File: src/rtl/reg_ctrl_pkg.sv
`default_nettype none
// ============================================================================
// Module      : reg_ctrl_pkg
// Description : Shared types, data-mode codes and helpers for the register
//               bank row-write sequencer.
// Revision    : 1.0 - initial release
// ============================================================================
package reg_ctrl_pkg;

    typedef enum logic [1:0] {
        ST_IDLE  = 2'd0,
        ST_WRITE = 2'd1,
        ST_DONE  = 2'd2
    } state_t;

    localparam int MODE_TAG = 0;
    localparam int MODE_EXT = 1;

    function automatic int clog2(input int value);
        int r;
        int v;
        r = 0;
        v = value - 1;
        while (v > 0) begin
            r = r + 1;
            v = v >> 1;
        end
        return r;
    endfunction

endpackage
`default_nettype wire

File: src/rtl/register_seq_ctrl_row_addr_gen.sv
`default_nettype none
// ============================================================================
// Module      : row_addr_gen
// Description : Holds the current row and beats remaining for a burst and
//               supplies the next row address and last-beat flag.
// Revision    : 1.0 - initial release
// ============================================================================
module row_addr_gen #(
    parameter int ADDR_W = 4,
    parameter int CNT_W  = 5,
    parameter int STRIDE = 1
) (
    input  logic              clk,
    input  logic              rst,
    input  logic              load,
    input  logic [ADDR_W-1:0] start_addr,
    input  logic [CNT_W-1:0]  count,
    input  logic              advance,
    output logic [ADDR_W-1:0] next_addr,
    output logic              last_beat
);

    localparam logic [ADDR_W-1:0] C_STRIDE = ADDR_W'(STRIDE);

    logic [ADDR_W-1:0] r_cur_addr;
    logic [CNT_W-1:0]  r_remaining;

    // Truncation to ADDR_W gives the silent modulo wrap of the row space.
    assign next_addr = r_cur_addr + C_STRIDE;
    assign last_beat = (r_remaining == CNT_W'(1));

    always_ff @(negedge clk) begin
        if (rst) begin
            r_cur_addr  <= '0;
            r_remaining <= '0;
        end else if (load) begin
            r_cur_addr  <= start_addr;
            r_remaining <= count;
        end else if (advance) begin
            r_cur_addr  <= next_addr;
            r_remaining <= r_remaining - CNT_W'(1);
        end
    end

endmodule
`default_nettype wire

File: src/rtl/register_seq_ctrl.sv
`default_nettype none
// ============================================================================
// Module      : register_seq_ctrl
// Description : Row-write burst sequencer for the register bank, with
//               back-pressure, abort and falling-edge output timing.
// Revision    : 1.0 - initial release
// ============================================================================
module register_seq_ctrl
    import reg_ctrl_pkg::*;
#(
    parameter int  ADDR_W    = 4,
    parameter int  DATA_W    = 16,
    parameter int  MAX_ROWS  = 16,
    parameter int  STRIDE    = 1,
    parameter int  DATA_MODE = MODE_TAG,
    localparam int CNT_W     = clog2(MAX_ROWS + 1)
) (
    input  logic              clk,
    input  logic              rst,
    input  logic              state_ctrl_store,
    input  logic [ADDR_W-1:0] start_addr,
    input  logic [CNT_W-1:0]  row_count,
    input  logic              bank_ready,
    input  logic [DATA_W-1:0] wr_data_in,
    input  logic              abort,
    output logic [ADDR_W-1:0] rowaddr,
    output logic [DATA_W-1:0] sw2_out,
    output logic              writemem,
    output logic              busy,
    output logic              state_ctrl_done,
    output logic              aborted,
    output logic [CNT_W-1:0]  beats_written
);

    localparam logic [CNT_W-1:0] C_MAX_ROWS = CNT_W'(MAX_ROWS);

    state_t            r_state;
    logic [ADDR_W-1:0] r_rowaddr;
    logic [DATA_W-1:0] r_sw2;
    logic              r_writemem;
    logic              r_busy;
    logic              r_done;
    logic              r_aborted;
    logic [CNT_W-1:0]  r_beats;

    state_t            w_state_next;
    logic [ADDR_W-1:0] w_rowaddr_next;
    logic [DATA_W-1:0] w_sw2_next;
    logic              w_writemem_next;
    logic              w_busy_next;
    logic              w_done_next;
    logic              w_aborted_next;
    logic [CNT_W-1:0]  w_beats_next;
    logic              w_load;
    logic              w_advance;
    logic              w_accept;
    logic [CNT_W-1:0]  w_count_clamped;
    logic [ADDR_W-1:0] w_next_addr;
    logic              w_last_beat;
    logic [DATA_W-1:0] w_data_first;
    logic [DATA_W-1:0] w_data_step;

    assign w_count_clamped = (row_count > C_MAX_ROWS) ? C_MAX_ROWS : row_count;
    assign w_accept        = r_writemem && bank_ready;

    row_addr_gen #(
        .ADDR_W (ADDR_W),
        .CNT_W  (CNT_W),
        .STRIDE (STRIDE)
    ) u_row_addr_gen (
        .clk        (clk),
        .rst        (rst),
        .load       (w_load),
        .start_addr (start_addr),
        .count      (w_count_clamped),
        .advance    (w_advance),
        .next_addr  (w_next_addr),
        .last_beat  (w_last_beat)
    );

    generate
        if (DATA_MODE == MODE_EXT) begin : g_data_ext
            assign w_data_first = wr_data_in;
            assign w_data_step  = wr_data_in;
        end else begin : g_data_tag
            logic w_unused_data;
            assign w_unused_data = ^wr_data_in;
            assign w_data_first  = DATA_W'(start_addr);
            assign w_data_step   = DATA_W'(w_next_addr);
        end
    endgenerate

    always_comb begin
        w_state_next    = r_state;
        w_rowaddr_next  = r_rowaddr;
        w_sw2_next      = r_sw2;
        w_writemem_next = r_writemem;
        w_busy_next     = r_busy;
        w_done_next     = 1'b0;
        w_aborted_next  = r_aborted;
        w_beats_next    = r_beats;
        w_load          = 1'b0;
        w_advance       = 1'b0;

        case (r_state)
            ST_IDLE: begin
                w_writemem_next = 1'b0;
                w_busy_next     = 1'b0;
                if (state_ctrl_store) begin
                    w_aborted_next = 1'b0;
                    w_beats_next   = '0;
                    w_busy_next    = 1'b1;
                    if (row_count != '0) begin
                        w_load          = 1'b1;
                        w_rowaddr_next  = start_addr;
                        w_sw2_next      = w_data_first;
                        w_writemem_next = 1'b1;
                        w_state_next    = ST_WRITE;
                    end else begin
                        w_done_next  = 1'b1;
                        w_state_next = ST_DONE;
                    end
                end
            end

            ST_WRITE: begin
                if (w_accept) begin
                    w_beats_next = r_beats + CNT_W'(1);
                    w_advance    = 1'b1;
                end
                // Completing the final beat outranks a simultaneous abort.
                if (w_accept && w_last_beat) begin
                    w_writemem_next = 1'b0;
                    w_done_next     = 1'b1;
                    w_state_next    = ST_DONE;
                end else if (abort) begin
                    w_writemem_next = 1'b0;
                    w_done_next     = 1'b1;
                    w_aborted_next  = 1'b1;
                    w_state_next    = ST_DONE;
                end else if (w_accept) begin
                    w_rowaddr_next = w_next_addr;
                    w_sw2_next     = w_data_step;
                end
            end

            ST_DONE: begin
                w_writemem_next = 1'b0;
                w_busy_next     = 1'b0;
                w_state_next    = ST_IDLE;
            end

            default: begin
                w_writemem_next = 1'b0;
                w_busy_next     = 1'b0;
                w_state_next    = ST_IDLE;
            end
        endcase
    end

    // The bank samples on the rising edge, so everything here moves on the falling edge.
    always_ff @(negedge clk) begin
        if (rst) begin
            r_state    <= ST_IDLE;
            r_rowaddr  <= '0;
            r_sw2      <= '0;
            r_writemem <= 1'b0;
            r_busy     <= 1'b0;
            r_done     <= 1'b0;
            r_aborted  <= 1'b0;
            r_beats    <= '0;
        end else begin
            r_state    <= w_state_next;
            r_rowaddr  <= w_rowaddr_next;
            r_sw2      <= w_sw2_next;
            r_writemem <= w_writemem_next;
            r_busy     <= w_busy_next;
            r_done     <= w_done_next;
            r_aborted  <= w_aborted_next;
            r_beats    <= w_beats_next;
        end
    end

    assign rowaddr         = r_rowaddr;
    assign sw2_out         = r_sw2;
    assign writemem        = r_writemem;
    assign busy            = r_busy;
    assign state_ctrl_done = r_done;
    assign aborted         = r_aborted;
    assign beats_written   = r_beats;

endmodule
`default_nettype wire

File: config.mk
export PLATFORM = sky130hd
export DESIGN_NAME = register_seq_ctrl
export DESIGN_NICKNAME = d
export VERILOG_FILES = /design/src/rtl/reg_ctrl_pkg.sv /design/src/rtl/register_seq_ctrl_row_addr_gen.sv /design/src/rtl/register_seq_ctrl.sv
export SDC_FILE = /design/constraint.sdc
export NUM_CORES = 1
export LEC_CHECK = 0
export ABC_AREA = 1
export BUFFER_PORTS_ARGS = -buffer_cell sky130_fd_sc_hd__buf_4
export CAP_MARGIN = 5
export CORE_UTILIZATION = 35
export CTS_CLUSTER_SIZE = 10
export DETAILED_ROUTE_END_ITERATION = 7
export GPL_ROUTABILITY_DRIVEN = 0
export SYNTH_ARGS = -nofsm -noshare
export SYNTH_HDL_FRONTEND = slang
export SYNTH_HIERARCHICAL = 1
export SYNTH_SLANG_ARGS = --single-unit
File: constraint.sdc
create_clock -name clk -period 2.9 [get_ports clk]
set_input_delay 0.29 -clock clk [delete_from_list [all_inputs] [get_ports clk]]
set_output_delay 0.29 -clock clk [all_outputs]
set_load 0.005 [all_outputs]
==> results.txt <==
non-filler cells, final: 337
initial DRC count: 34
peak fanout along the critical path: 5
CTS Buf Count: 3
RSZ-0062 raised after global routing: no
PD cells: 472.3 nW/µm²
hold_buf cts: 0
dominant cells by area after synthesis: dfxtp_1 31%, nand2_1 12%, inv_1 11%
crit start category: register
DPL Wire Length: 2598 µm
crit path cell chain: buf_4
Post CTS Setup Buffer Count: 0
P&R area growth vs syn: 25.10%
CP endpoint kind: output pin
CTS resizes: 0
post-synthesis simple-gate area fraction: 33.69%
Setup WS post-layout: 0.2193 ns
final instance area: 1914 µm²
GRT Overall Usage: 16.39%
row count: 23
Crit Path Class: reg2out
CP max stage cell: dfxtp_1
ANT cells: 0
final setup vio count: 0
family with the most delay on the worst path: flip-flops
die extent in x: 68.12 µm
fin. max-slew vios: 0
Gate power share: 20.2%
YS warnings: 6
ANT nets after route: 0
Cell variety after synth: 27
post-DR vias/cell: 4.451
first-pass GRT wire length: 5789 µm
Fin. Hold Viols: 0
FILL cells: 436
total power: 904.1 µW
post-synthesis cell count: 229
initial antenna violation count: 0
cell taking the most area after synthesis: dfxtp_1
CTS Root Cell: clkbuf_8
run status: complete, no violations
Synth Area in XOR/XNOR: 1.145%
sw frac: 36.05%
Layout Skew: 0.01968 ns
Leak: 0.001113 µW
CP Buf/Inv Count: 1
Nets: 322
grt ovf: 0
Initial Utilization: 37.45%
dpl ws: -0.06713 ns
Die H: 68.12 µm
Adder-Cell Fraction of Synth Area: 3.271%
Arr. time, crit path: 2.39 ns
Final Hold Slack: 0.4650 ns
clock tree sinks: 24
Avg WL per Cell: 10.07 µm
vias in the first global route: 1406
io pins: 59
clock power share: 38.6%
clock slew at reported path FFs: 0.04 ns
Worst-Skew Late Latency: 0.36 ns
share of cells above drive strength 1: 18.82%
Core Footprint: 4086 µm²
Post-Place Cell Area: 1784 µm²
Reg power frac: 41.2%
Mapped Avg Cell Area: 6.682 µm²
synthesized flop and latch total: 24
Worst path depth: 1
Hold Path Class: reg2reg
total number of vias: 1500
IO buf count: 30
mux cell area share after synthesis: 0%
worst hold stages: 2
clock buffer depth: 2
CTS tree: done
First-pass DRT Iterations: 4
max incr delay on CP: 0.44 ns
Peak supply drop: 174.2 µV
sequential area share after synthesis: 31.40%
Psw: 325.9 µW
post-synthesis compound-gate area fraction: 9.158%
placed insts: 311
worst path required time: 2.61 ns
largest net degree at the start of global routing: 15
max cap viols: 0
H-tree depth: 1
Cell Area, Synth: 1530 µm²
number of remaining DRC errors: 0
R2R cell count: 8
largest family of logic cells by synthesized area: simple AND/OR/NAND/NOR gates
die area: 4640 µm²
total routed wirelength: 3394 µm
post-synth top area share: 31.40%
Int Pwr: 578.1 µW
path summary, 6_finish.rpt:
path | start | to | slack [ns]
setup / recovery | beats_written[0]$_SDFFE_NP0P_ | beats_written[0] | 0.22
hold / removal | aborted$_SDFFE_NP0P_ | aborted$_SDFFE_NP0P_ | 0.46
setup reg to reg | r_state[0]$_SDFFE_NP0P_ | u_row_addr_gen/r_remaining[4]$_SDFFE_NP0P_ | 1.36
hold reg to reg | aborted$_SDFFE_NP0P_ | aborted$_SDFFE_NP0P_ | 0.46
tightest hold or removal path, stage by stage (launching register included):
cell and delay, ns:
dfxtp_1 0.30, inv_1 0.05, a21oi_1 0.06
synth_stat cells:
library cell	instances
and2_1	1
nor2_1	21
nand3_1	17
and3_1	1
a22oi_1	5
o21a_1	1
nand3_4	1
o21ai_1	2
nor2_4	3
a21oi_1	13
nand2_4	2
nor3_2	1
ha_1	4
inv_1	45
clkbuf_1	1
buf_6	1
o21ai_0	4
buf_8	1
inv_2	1
nand4_1	8
dfxtp_1	24
xor2_1	2
buf_4	16
nand2_1	50
nand2_2	2
conb_1	1
nor3_1	1
cells by family after synthesis:
| logic type | count (synthesis) |
|---|---|
| DFF | 24 |
| other | 1 |
| adders and majority gates | 4 |
| xor gates and xnor gates | 2 |
| and+or+nand+nor | 108 |
| AOI/OAI and AO/OA | 25 |
| buffers and inverters | 65 |
power groups by stage:
stage / Sequential [µW] / Clock, µW / Combinational, µW
6_report: 372 / 349 / 183
5_1_grt: 375 / 407 / 209
4_1_cts: 372 / 371 / 184
3_5_place_dp: 377 / 55.1 / 183
3_3_place_gp: 376 / 55.1 / 182
2_1_floorplan: 374 / 55.1 / 130
area by class of cell:
cell class                 count  area [µm²]  share of cell area, %
clock buffer                   3       41.29                  2.157
inverter                      44       165.2                  8.627
multi-input combinational    151       768.2                  40.13
sequential                    24       480.5                  25.10
clock inverter                25       96.34                  5.033
timing repair buffer          40       300.3                  15.69
tap                           50       62.56                  3.268
sequential cells by signal (all words and copies together) (netlist names), 2 cells and up:
signal                      cells
u_row_addr_gen/r_remaining      5
r_state                         2
beats_written                   5
sw2_out                         4
u_row_addr_gen/r_cur_addr       4
metal layers:
layer | wire length [µm] | global-route usage [%] | share of wire (%) | vias to the layer above
met4 | 25 | 7.552 | 0.74 | 0
li1 | - | - | - | 806
met3 | 161 | 5.167 | 4.7 | 2
met5 | 0 | 0 | 0 | -
met2 | 1488 | 24.88 | 44 | 37
met1 | 1719 | 20.92 | 51 | 655
cells in the final DEF, fill, tap and decap left out, types with 2 or more instances in the layout:
| cell | count |
|---|---|
| xor2_1 | 2 |
| clkbuf_8 | 3 |
| ha_1 | 4 |
| a22oi_1 | 5 |
| nor2_1 | 21 |
| nand2_1 | 50 |
| buf_4 | 40 |
| conb_1 | 12 |
| nand3_1 | 17 |
| a21oi_1 | 13 |
| nand4_1 | 8 |
| nand2_2 | 2 |
| dfxtp_1 | 24 |
| o21ai_1 | 2 |
| nor2_4 | 3 |
| o21ai_0 | 4 |
| nand2_4 | 2 |
| inv_1 | 67 |
through the flow:
| stage | TNS (ns) | utilization [%] |
|---|---|---|
| 6_report | 0 | 46.85 |
| 5_1_grt | 0 | 46.85 |
| 4_1_cts | 0 | 46.85 |
| 3_5_place_dp | -0.4243 | 43.66 |
| 3_3_place_gp | -0.4149 | 43.66 |
| 2_1_floorplan | 0 | - |
Note: power is estimated with default switching activity, not from simulation.
